$ cat src/rtl/dual_core_mem_arbiter_if.sv
// dual_core_mem_arbiter_if: bundles the two core data ports, the shared
// memory port and the per-core grant counters of the dual-core arbiter.
// Core 1 occupies bit 0 / the low slice of every per-core field, core 2
// occupies bit 1 / the high slice.
interface dual_core_mem_arbiter_if #(
    parameter int ADDR_WIDTH = 32,
    parameter int DATA_WIDTH = 32,
    parameter int CNT_WIDTH  = 16
);
    localparam int BE_WIDTH = DATA_WIDTH / 8;

    // Core data ports (req/gnt/rvalid handshake)
    logic [1:0]              core_req_i;
    logic [2*ADDR_WIDTH-1:0] core_addr_i;
    logic [1:0]              core_we_i;
    logic [2*BE_WIDTH-1:0]   core_be_i;
    logic [2*DATA_WIDTH-1:0] core_wdata_i;
    logic [1:0]              core_gnt_o;
    logic [1:0]              core_rvalid_o;
    logic [DATA_WIDTH-1:0]   core_rdata_o;
    logic [1:0]              core_err_o;

    // Shared single-port memory
    logic                    mem_req_o;
    logic [ADDR_WIDTH-1:0]   mem_addr_o;
    logic                    mem_we_o;
    logic [BE_WIDTH-1:0]     mem_be_o;
    logic [DATA_WIDTH-1:0]   mem_wdata_o;
    logic                    mem_gnt_i;
    logic                    mem_rvalid_i;
    logic [DATA_WIDTH-1:0]   mem_rdata_i;
    logic                    mem_err_i;

    // Debug / monitoring
    logic [2*CNT_WIDTH-1:0]  grant_cnt_o;

    // Arbiter side
    modport slave (
        input  core_req_i, core_addr_i, core_we_i, core_be_i, core_wdata_i,
        output core_gnt_o, core_rvalid_o, core_rdata_o, core_err_o,
        output mem_req_o, mem_addr_o, mem_we_o, mem_be_o, mem_wdata_o,
        input  mem_gnt_i, mem_rvalid_i, mem_rdata_i, mem_err_i,
        output grant_cnt_o
    );

    // Environment side (cores + memory)
    modport master (
        output core_req_i, core_addr_i, core_we_i, core_be_i, core_wdata_i,
        input  core_gnt_o, core_rvalid_o, core_rdata_o, core_err_o,
        input  mem_req_o, mem_addr_o, mem_we_o, mem_be_o, mem_wdata_o,
        output mem_gnt_i, mem_rvalid_i, mem_rdata_i, mem_err_i,
        input  grant_cnt_o
    );
endinterface

$ cat src/rtl/dual_core_mem_arbiter.sv
// dual_core_mem_arbiter: round-robin arbiter sharing one single-port data
// memory between two cores. One transaction in flight at a time; the
// response is routed back to the core that was granted. Grant and response
// paths are combinational (zero latency) from the memory handshake.
module dual_core_mem_arbiter #(
    parameter int ADDR_WIDTH = 32,
    parameter int DATA_WIDTH = 32,
    parameter int CNT_WIDTH  = 16
) (
    input  logic                    clk_i,
    input  logic                    rst_ni,
    dual_core_mem_arbiter_if.slave  bus
);
    localparam int BE_WIDTH = DATA_WIDTH / 8;

    typedef enum logic [1:0] {
        IDLE  = 2'd0,
        ISSUE = 2'd1,
        WAIT  = 2'd2
    } state_t;

    // Core indices: 1'b0 = core 1, 1'b1 = core 2
    state_t               state_q, state_d;
    logic                 sel_q, sel_d;
    logic                 last_q, last_d;
    logic [CNT_WIDTH-1:0] cnt_q [2];

    logic                 winner;
    logic                 route;
    logic                 req_int;
    logic [1:0]           gnt_int;
    logic [1:0]           rvalid_int;
    logic [1:0]           err_int;

    // Per-core views of the packed request fields
    logic [ADDR_WIDTH-1:0] addr_c  [2];
    logic                  we_c    [2];
    logic [BE_WIDTH-1:0]   be_c    [2];
    logic [DATA_WIDTH-1:0] wdata_c [2];

    assign addr_c[0]  = bus.core_addr_i[ADDR_WIDTH-1:0];
    assign addr_c[1]  = bus.core_addr_i[2*ADDR_WIDTH-1:ADDR_WIDTH];
    assign we_c[0]    = bus.core_we_i[0];
    assign we_c[1]    = bus.core_we_i[1];
    assign be_c[0]    = bus.core_be_i[BE_WIDTH-1:0];
    assign be_c[1]    = bus.core_be_i[2*BE_WIDTH-1:BE_WIDTH];
    assign wdata_c[0] = bus.core_wdata_i[DATA_WIDTH-1:0];
    assign wdata_c[1] = bus.core_wdata_i[2*DATA_WIDTH-1:DATA_WIDTH];

    // Round-robin pick: on a tie the core that was not granted last wins
    always_comb begin
        winner = sel_q;
        case (bus.core_req_i)
            2'b01:   winner = 1'b0;
            2'b10:   winner = 1'b1;
            2'b11:   winner = ~last_q;
            default: winner = sel_q;
        endcase
    end

    // Next-state and handshake decode; selection is frozen once it leaves IDLE
    always_comb begin
        state_d    = state_q;
        sel_d      = sel_q;
        last_d     = last_q;
        route      = sel_q;
        req_int    = 1'b0;
        gnt_int    = 2'b00;
        rvalid_int = 2'b00;
        err_int    = 2'b00;
        case (state_q)
            IDLE: begin
                if (|bus.core_req_i) begin
                    route   = winner;
                    req_int = 1'b1;
                    sel_d   = winner;
                    if (bus.mem_gnt_i) begin
                        gnt_int[winner] = 1'b1;
                        last_d          = winner;
                        state_d         = WAIT;
                    end else begin
                        state_d = ISSUE;
                    end
                end
            end
            ISSUE: begin
                req_int = 1'b1;
                if (bus.mem_gnt_i) begin
                    gnt_int[sel_q] = 1'b1;
                    last_d         = sel_q;
                    state_d        = WAIT;
                end
            end
            WAIT: begin
                if (bus.mem_rvalid_i) begin
                    rvalid_int[sel_q] = 1'b1;
                    err_int[sel_q]    = bus.mem_err_i;
                    state_d           = IDLE;
                end
            end
            default: begin
                state_d = IDLE;
            end
        endcase
    end

    // Output drive; everything is held at zero while reset is asserted
    always_comb begin
        bus.mem_req_o     = rst_ni & req_int;
        bus.mem_addr_o    = rst_ni ? addr_c[route]  : '0;
        bus.mem_we_o      = rst_ni & we_c[route];
        bus.mem_be_o      = rst_ni ? be_c[route]    : '0;
        bus.mem_wdata_o   = rst_ni ? wdata_c[route] : '0;
        bus.core_gnt_o    = rst_ni ? gnt_int        : 2'b00;
        bus.core_rvalid_o = rst_ni ? rvalid_int     : 2'b00;
        bus.core_err_o    = rst_ni ? err_int        : 2'b00;
        bus.core_rdata_o  = rst_ni ? bus.mem_rdata_i : '0;
        bus.grant_cnt_o   = {cnt_q[1], cnt_q[0]};
    end

    // Control state; reset leaves last = core 2 so core 1 wins the first tie
    always_ff @(posedge clk_i or negedge rst_ni) begin
        if (!rst_ni) begin
            state_q <= IDLE;
            sel_q   <= 1'b0;
            last_q  <= 1'b1;
        end else begin
            state_q <= state_d;
            sel_q   <= sel_d;
            last_q  <= last_d;
        end
    end

    // Per-core grant counters, wrapping modulo 2^CNT_WIDTH
    always_ff @(posedge clk_i or negedge rst_ni) begin
        if (!rst_ni) begin
            for (int i = 0; i < 2; i++) begin
                cnt_q[i] <= '0;
            end
        end else begin
            for (int i = 0; i < 2; i++) begin
                cnt_q[i] <= cnt_q[i] + CNT_WIDTH'(gnt_int[i]);
            end
        end
    end
endmodule

$ cat src/flat_wrapper.sv
// flat-port wrapper written by rule: the top's interface ports become plain ports
module dual_core_mem_arbiter_flat 
#(
    parameter int ADDR_WIDTH = 32,
    parameter int DATA_WIDTH = 32,
    parameter int CNT_WIDTH  = 16
)
  (clk_i, rst_ni, bus_core_req_i, bus_core_addr_i, bus_core_we_i, bus_core_be_i, bus_core_wdata_i, bus_core_gnt_o, bus_core_rvalid_o, bus_core_rdata_o, bus_core_err_o, bus_mem_req_o, bus_mem_addr_o, bus_mem_we_o, bus_mem_be_o, bus_mem_wdata_o, bus_mem_gnt_i, bus_mem_rvalid_i, bus_mem_rdata_i, bus_mem_err_i, bus_grant_cnt_o);
  dual_core_mem_arbiter_if #(.ADDR_WIDTH(ADDR_WIDTH), .DATA_WIDTH(DATA_WIDTH), .CNT_WIDTH(CNT_WIDTH)) bus_i ();
  input  logic clk_i;
  input  logic rst_ni;
  input wire logic [$bits(bus_i.core_req_i)-1:0] bus_core_req_i;
  input wire logic [$bits(bus_i.core_addr_i)-1:0] bus_core_addr_i;
  input wire logic [$bits(bus_i.core_we_i)-1:0] bus_core_we_i;
  input wire logic [$bits(bus_i.core_be_i)-1:0] bus_core_be_i;
  input wire logic [$bits(bus_i.core_wdata_i)-1:0] bus_core_wdata_i;
  output wire logic [$bits(bus_i.core_gnt_o)-1:0] bus_core_gnt_o;
  output wire logic [$bits(bus_i.core_rvalid_o)-1:0] bus_core_rvalid_o;
  output wire logic [$bits(bus_i.core_rdata_o)-1:0] bus_core_rdata_o;
  output wire logic [$bits(bus_i.core_err_o)-1:0] bus_core_err_o;
  output wire logic [$bits(bus_i.mem_req_o)-1:0] bus_mem_req_o;
  output wire logic [$bits(bus_i.mem_addr_o)-1:0] bus_mem_addr_o;
  output wire logic [$bits(bus_i.mem_we_o)-1:0] bus_mem_we_o;
  output wire logic [$bits(bus_i.mem_be_o)-1:0] bus_mem_be_o;
  output wire logic [$bits(bus_i.mem_wdata_o)-1:0] bus_mem_wdata_o;
  input wire logic [$bits(bus_i.mem_gnt_i)-1:0] bus_mem_gnt_i;
  input wire logic [$bits(bus_i.mem_rvalid_i)-1:0] bus_mem_rvalid_i;
  input wire logic [$bits(bus_i.mem_rdata_i)-1:0] bus_mem_rdata_i;
  input wire logic [$bits(bus_i.mem_err_i)-1:0] bus_mem_err_i;
  output wire logic [$bits(bus_i.grant_cnt_o)-1:0] bus_grant_cnt_o;
  assign bus_i.core_req_i = bus_core_req_i;
  assign bus_i.core_addr_i = bus_core_addr_i;
  assign bus_i.core_we_i = bus_core_we_i;
  assign bus_i.core_be_i = bus_core_be_i;
  assign bus_i.core_wdata_i = bus_core_wdata_i;
  assign bus_core_gnt_o = bus_i.core_gnt_o;
  assign bus_core_rvalid_o = bus_i.core_rvalid_o;
  assign bus_core_rdata_o = bus_i.core_rdata_o;
  assign bus_core_err_o = bus_i.core_err_o;
  assign bus_mem_req_o = bus_i.mem_req_o;
  assign bus_mem_addr_o = bus_i.mem_addr_o;
  assign bus_mem_we_o = bus_i.mem_we_o;
  assign bus_mem_be_o = bus_i.mem_be_o;
  assign bus_mem_wdata_o = bus_i.mem_wdata_o;
  assign bus_i.mem_gnt_i = bus_mem_gnt_i;
  assign bus_i.mem_rvalid_i = bus_mem_rvalid_i;
  assign bus_i.mem_rdata_i = bus_mem_rdata_i;
  assign bus_i.mem_err_i = bus_mem_err_i;
  assign bus_grant_cnt_o = bus_i.grant_cnt_o;
  dual_core_mem_arbiter #(.ADDR_WIDTH(ADDR_WIDTH), .DATA_WIDTH(DATA_WIDTH), .CNT_WIDTH(CNT_WIDTH)) u_core (.clk_i(clk_i), .rst_ni(rst_ni), .bus(bus_i));
endmodule
$ cat config.mk
export PLATFORM = sky130hd
export DESIGN_NAME = dual_core_mem_arbiter_flat
export DESIGN_NICKNAME = d
export VERILOG_FILES = /design/src/rtl/dual_core_mem_arbiter_if.sv /design/src/rtl/dual_core_mem_arbiter.sv /design/src/flat_wrapper.sv
export SDC_FILE = /design/constraint.sdc
export NUM_CORES = 1
export LEC_CHECK = 0
export ABC_AREA = 1
export CORE_AREA = 3 3 120 122
export CTS_BUF_LIST = sky130_fd_sc_hd__clkbuf_16
export DETAILED_ROUTE_END_ITERATION = 12
export DIE_AREA = 0 0 123 125
export GPL_TIMING_DRIVEN = 0
export PLACE_DENSITY = 0.71
export SLEW_MARGIN = 20
export SYNTH_ARGS = -nofsm -noshare
export SYNTH_HDL_FRONTEND = slang
export SYNTH_SLANG_ARGS = --single-unit
$ cat constraint.sdc
create_clock -name clk_i -period 5.2 [get_ports clk_i]
set_input_delay 1.04 -clock clk_i [delete_from_list [all_inputs] [get_ports clk_i]]
set_output_delay 1.04 -clock clk_i [all_outputs]
set_load 0.005 [all_outputs]
After elaboration in Yosys (flattened, before gate mapping)
Index checks and enable logic that the tools add are counted.
W data, S select, Z words.
{"block": "totals", "ff_bits": 36, "out_inout_bits": 140}
{"block": "op_classes", "n_addsub": 2, "order_cmp": 5, "n_eq_ne": 9, "mux": 45, "bitwise_logic": 5, "n_reduce_logical": 7}
{"operator": "$mux W32", "n": 9}
{"operator": "$add A16 B1 Y16", "n": 2}
{"operator": "$mux W2", "n": 14}
{"operator": "$mux W4", "n": 4}
{"operator": "$mux W1", "n": 11}
{"operator": "$eq A2 B2 Y1 const B", "n": 3}
{"operator": "$ne A2 B2 Y1 const B", "n": 3}
{"operator": "$pmux W2 S3", "n": 1}
{"operator": "$eq A2 B1 Y1 const B", "n": 2}
{"operator": "$lt A1 B2 Y1 const B", "n": 2}
{"operator": "$pmux W1 S2", "n": 2}
{"operator": "$pmux W2 S2", "n": 1}
{"operator": "$reduce_and A4 Y1", "n": 1}
{"operator": "$pmux W1 S3", "n": 1}
{"operator": "$reduce_and A3 Y1", "n": 1}
{"operator": "$and A1 B1 Y1", "n": 2}
{"operator": "$and A2 B2 Y2", "n": 1}
{"operator": "$demux W1 S1", "n": 2}
{"operator": "$ge A1 B1 Y1 const B", "n": 2}
{"operator": "$ge A2 B2 Y1 const B", "n": 1}
{"operator": "$logic_and A1 B1 Y1", "n": 2}
{"operator": "$logic_not A2 Y1", "n": 1}
{"operator": "$ne A2 B1 Y1 const B", "n": 1}
{"operator": "$not A1 Y2", "n": 1}
{"operator": "other kinds (3)", "n": 3}

Depth between registers and ports, before layout
{"block": "logic_depth", "ltp_word": 10, "depth_mapped": 15, "ltp_nobuf": 14}

Worst setup path after synthesis
OpenSTA, ideal clock, no wires.
{"block": "synth_path", "path_kind": "in2out", "startpoint": "input port bus_core_req_i[0]", "endpoint": "output port bus_mem_wdata_o[25]", "t_arrival_ns": 1.794, "slack_ns": 2.366, "stages": 9, "n_path_buf": 2, "cell_sequence": "inv_1 -> nand2_1 -> nand2_1 -> nand2_2 -> buf_6 -> buf_2 -> nand3_1 -> nand2_1 -> nor2_1"}
{"block": "synth_between", "elab_chain_len": 9, "elab_cells_between_ends": 12, "classes_between": "eq/ne: 3; mux: 7; bitwise: 1; reduce/logical: 1"}
{"item": "start: declaration", "line_no": "flat_wrapper.sv:12", "rtl": "input wire logic [$bits(bus_i.core_req_i)-1:0] bus_core_req_i;"}
{"item": "$eq A2 B2 Y1 / $eq A2 B1 Y1 (equally long branches)", "line_no": "dual_core_mem_arbiter.sv:53", "rtl": "case (bus.core_req_i)"}
{"item": "$pmux W1 S3", "line_no": "dual_core_mem_arbiter.sv:53"}
{"item": "$mux W1 *", "line_no": "dual_core_mem_arbiter.sv:73", "rtl": "if (|bus.core_req_i) begin"}
{"item": "$mux W1 *"}
{"item": "$not A1 Y2 (not written as such) *", "line_no": "dual_core_mem_arbiter.sv:113", "rtl": "bus.mem_wdata_o = rst_ni ? wdata_c[route] : '0;"}
{"item": "$mux W32 (not written as such) * (3 in series)", "line_no": "dual_core_mem_arbiter.sv:113"}
{"item": "$mux W32 *", "line_no": "dual_core_mem_arbiter.sv:113"}
{"item": "end: declaration", "line_no": "flat_wrapper.sv:25", "rtl": "output wire logic [$bits(bus_i.mem_wdata_o)-1:0] bus_mem_wdata_o;"}
Every way passes the cells marked *; elsewhere a longest branch is shown, timed or not. The select of a mux whose other input is x is not followed.

Worst setup path after layout
{"block": "layout_path", "startpoint": "input port rst_ni", "endpoint": "output port bus_mem_addr_o[9]"}
{"block": "layout_between", "elab_chain_len": 1}
{"item": "start: declaration", "line_no": "flat_wrapper.sv:11", "rtl": "input logic rst_ni;"}
{"item": "$mux W32", "line_no": "dual_core_mem_arbiter.sv:110", "rtl": "bus.mem_addr_o = rst_ni ? addr_c[route] : '0;"}
{"item": "end: declaration", "line_no": "flat_wrapper.sv:22", "rtl": "output wire logic [$bits(bus_i.mem_addr_o)-1:0] bus_mem_addr_o;"}
No other way between the ends.

==> PnR_summary.wiki <==
{| class="wikitable"
! Metric !! Value
|-
| Total core area || 13,300 um^2
|-
| Final Routed Wirelength || 17,100 um
|-
| Clock tree from TritonCTS || yes
|-
| Switching Power || 620 uW
|-
| Hold violation count in the final report || 0
|-
| Arrival time at the worst endpoint || 3.22 ns
|-
| DIE WIDTH || 123 um
|-
| Flop pwr share || 22.4%
|-
| Total global routing overflow || 0
|-
| Worst r2r path cells || 14
|-
| Final Skew || 0.00367 ns
|-
| Clock slew at the register clock pins of the worst setup and hold paths || 0.05 ns
|-
| Area occupied by multi-input gates || 2130 um^2
|-
| Count of buffers added by post-CTS timing repair for setup || 0
|-
| Worst path depth || 6
|-
| Filler instances || 1,344
|-
| Maximum level of the CTS H-tree || 2
|-
| Unrepaired setup endpoints after global routing || no
|-
| Cell count after synthesis || 668
|-
| Height of the die || 125 um
|-
| Number of diodes || 0
|-
| First-pass DRT Iterations || 4
|-
| CTS root buffer || sky130_fd_sc_hd__clkbuf_16
|-
| Vias in the first global route || 4,886
|-
| Count of flip-flops with a built-in enable after synthesis || 0
|-
| Top FF cell, synth || sky130_fd_sc_hd__dfrtp_1
|-
| Pins Over Slew Limit || 0
|-
| Pwr per Cell Area || 236 nW/um^2
|-
| Worst-path fanout max || 22
|-
| Setup violators final || 0
|-
| Switching share of power || 36.0%
|-
| Relative slew slack || 62.5%
|-
| Element type at the critical path end || primary output
|-
| Gate family responsible for the most delay along the worst path || buffers and inverters
|-
| Startpoint Class || primary input
|-
| Number of non-filler instances in the completed layout || 1,169
|-
| Total Power || 1.72 mW
|-
| Post-Synthesis Cell Area || 3720 um^2
|-
| Syn Nets || 850
|-
| P_leak || 3.63 nW
|-
| TritonCTS sink count || 36
|-
| Min-delay worst type || flip-flop to flip-flop
|-
| Total of flip-flops plus latches after synthesis || 36
|-
| Cts repair resizes || 0
|-
| Global-route wire length before repair || 25,600 um
|-
| Cell Count Post-Placement || 1,161
|-
| Cells on Worst Hold Path || 2
|-
| GPL Wtd Cong || 0.931
|-
| Largest net degree at the start of global routing || 23
|-
| Buffers on Ports || 316
|-
| Count of yosys warnings during synthesis || 0
|-
| Post-synthesis average cell area || 5.56 um^2
|-
| Classification of the worst setup path || primary input to primary output
|-
| Post-DR vias/cell || 4.41
|-
| Routed via count || 5,151
|-
| Hold buffer count at cts || 0
|-
| Insertion delay of the later-clocked pin in the worst-skew pair || 0.28 ns
|-
| Worst path most repeated cell || sky130_fd_sc_hd__clkbuf_1
|-
| Most common library cell in the layout ignoring fill and taps || sky130_fd_sc_hd__clkdlybuf4s50_1
|-
| DRC violation count after routing || 0
|-
| Top-level I/O count || 317
|-
| Maximum Capacitance Violations || 0
|-
| Ratio of final minimum period to clock period || 81.9%
|-
| Area added between synthesis and finish || 96.1%
|-
| Share of synthesized flip-flops with an asynchronous set or reset || 100%
|-
| Global router's overall resource usage || 20.9%
|-
| Final-stage net count || 1,174
|-
| Commonest non-fill, non-tap cells in the layout || sky130_fd_sc_hd__clkdlybuf4s50_1 (315), sky130_fd_sc_hd__nand2_1 (165), sky130_fd_sc_hd__inv_1 (126)
|-
| Portion of the post-synthesis area used by sequential elements || 24.3%
|-
| Final critical delay including setup and external delays || 4.26 ns
|-
| Worst path slowest cell || sky130_fd_sc_hd__clkdlybuf4s50_1
|-
| Clock share of power || 19.7%
|-
| Site Rows || 42
|-
| Max Clock Freq || 235 MHz
|-
| Combinational power share || 57.9%
|-
| Overall die area || 15,400 um^2
|-
| Worst Tran Pin Value || 0.562 ns
|-
| Post-route antenna net violation count || 0
|-
| Peak per-stage delay on the critical path || 0.54 ns
|-
| Buffers from clock root to sink, at most || 2
|-
| Buffering stage count on the worst path with inverters included || 4
|-
| Number of antenna violations at the first check in global routing || 0
|-
| Average routed wire per standard cell || 14.6 um
|-
| Result of the run || completed
|-
| Number of distinct library cells after synthesis || 24
|-
| Initial DRC Count || 187
|-
| Starting Density || 28.0%
|-
| IR Drop Worst-Case VDD || 0.134 mV
|-
| Sequential cell area || 902 um^2
|-
| Number of buffers created by CTS || 5
|-
| Internal Power || 1.10 mW
|-
| Worst EP required || 4.16 ns
|-
| Detailed-placement wirelength estimate || 14,000 um
|-
| Critical path cell sequence || buf_2, clkbuf_1, clkbuf_1, nand2_1, nor2_1, clkdlybuf4s50_1
|-
| Fraction of layout cells with a size suffix above 1 || 4.13%
|}
[power groups by stage]
| stage | combinational, mW | sequential, mW | clock (mW) |
|---|---|---|---|
| finish | 0.997 | 0.386 | 0.340 |
| global route | 1.10 | 0.396 | 0.359 |
| CTS | 1.01 | 0.386 | 0.346 |
| detailed placement | 1.00 | 0.391 | 0 |
| global placement | 0.993 | 0.389 | 0 |
| floorplan | 0.431 | 0.384 | 0 |
[state kept, by name (all words and copies together) (netlist names)]
name and count:
u_core.bus.grant_cnt_o 32, u_core.state_q 2, u_core.last_q 1, u_core.sel_q 1
[worst reg2reg max path, delay by kind of cell (launching register included)]
family / cells / cell delay (ns)
AND/OR/NAND/NOR: 9 / 1.08
flip-flops: 1 / 0.42
adder cells (fa/ha/maj): 2 / 0.38
buffers and inverters: 2 / 0.33
AO/OA/AOI/OAI: 1 / 0.10
[synth_stat cells (2+ instances only)]
cell | instances | area share (%)
sky130_fd_sc_hd__nand4_1 | 4 | 0.67
sky130_fd_sc_hd__nand3_1 | 81 | 11
sky130_fd_sc_hd__ha_1 | 5 | 1.7
sky130_fd_sc_hd__buf_2 | 18 | 2.4
sky130_fd_sc_hd__and2_1 | 2 | 0.34
sky130_fd_sc_hd__xnor2_1 | 9 | 2.1
sky130_fd_sc_hd__o21ai_0 | 7 | 0.94
sky130_fd_sc_hd__nor2_1 | 100 | 10
sky130_fd_sc_hd__xor2_1 | 9 | 2.1
sky130_fd_sc_hd__nor4_1 | 2 | 0.34
sky130_fd_sc_hd__nand2_1 | 165 | 17
sky130_fd_sc_hd__dfrtp_1 | 35 | 24
sky130_fd_sc_hd__nand3b_1 | 4 | 0.81
sky130_fd_sc_hd__a21oi_1 | 70 | 9.4
sky130_fd_sc_hd__buf_4 | 8 | 1.6
sky130_fd_sc_hd__nor3_1 | 4 | 0.54
sky130_fd_sc_hd__clkbuf_1 | 13 | 1.3
sky130_fd_sc_hd__inv_1 | 126 | 13
[stage by stage]
| stage | util (%) | setup TNS (ns) | setup slack, ns | instance area (um^2) | hold WS [ns] |
|---|---|---|---|---|---|
| CTS | 54.8 | 0 | 0.874 | 7290 | 0.479 |
| floorplan | - | 0 | 2.37 | 3720 | 0.442 |
| finish | 54.8 | 0 | 0.941 | 7290 | 0.476 |
| global route | 54.8 | 0 | 0.756 | 7290 | 0.494 |
| detailed placement | 53.6 | 0 | 0.877 | 7120 | 0.470 |
| global placement | 53.4 | -25.71 | -0.471 | 7100 | 0.455 |
[per-layer routing]
metal	global-route usage, %	vias to the layer above	share of wire [%]
li1	-	2679	-
met1	25.1	2234	40
met2	36.5	220	48
met3	6.10	18	9.6
met4	4.82	0	1.7
met5	0	-	0
[final timing paths]
path	start	to	slack (ns)
worst max register to register	u_core.state_q[1]	u_core.bus.grant_cnt_o[28]	2.83
worst min-delay path	u_core.last_q	u_core.last_q	0.48
worst max-delay path	rst_ni	bus_mem_addr_o[9]	0.94
worst min register to register	u_core.last_q	u_core.last_q	0.48
max in group asynchronous	rst_ni	u_core.bus.grant_cnt_o[2]	3.96
min in group asynchronous	rst_ni	u_core.bus.grant_cnt_o[31]	0.75
[final cells by class]
| cell class | instances | area share [%] |
|---|---|---|
| repair buffers | 317 | 43.7 |
| clock inverters | 3 | 0.583 |
| plain buffers | 41 | 2.93 |
| well taps | 176 | 3.02 |
| flip-flops and latches | 36 | 12.4 |
| clock buffers | 5 | 1.72 |
| inverters | 126 | 6.49 |
| multi-input cells | 465 | 29.2 |
[cell families (layout without fill, tap and decap cells)]
kind of cell,Yosys count,count (layout),share of synthesized area [%]
adders and majority gates,5,5,1.68
buffers and inverters,167,492,18.5
DFF,36,36,24.3
AOI/OAI and AO/OA,77,77,10.4
xor gates and xnor gates,18,18,4.24
and+or+nand+nor,365,365,41.0
Power figures use the tool's default switching activity.
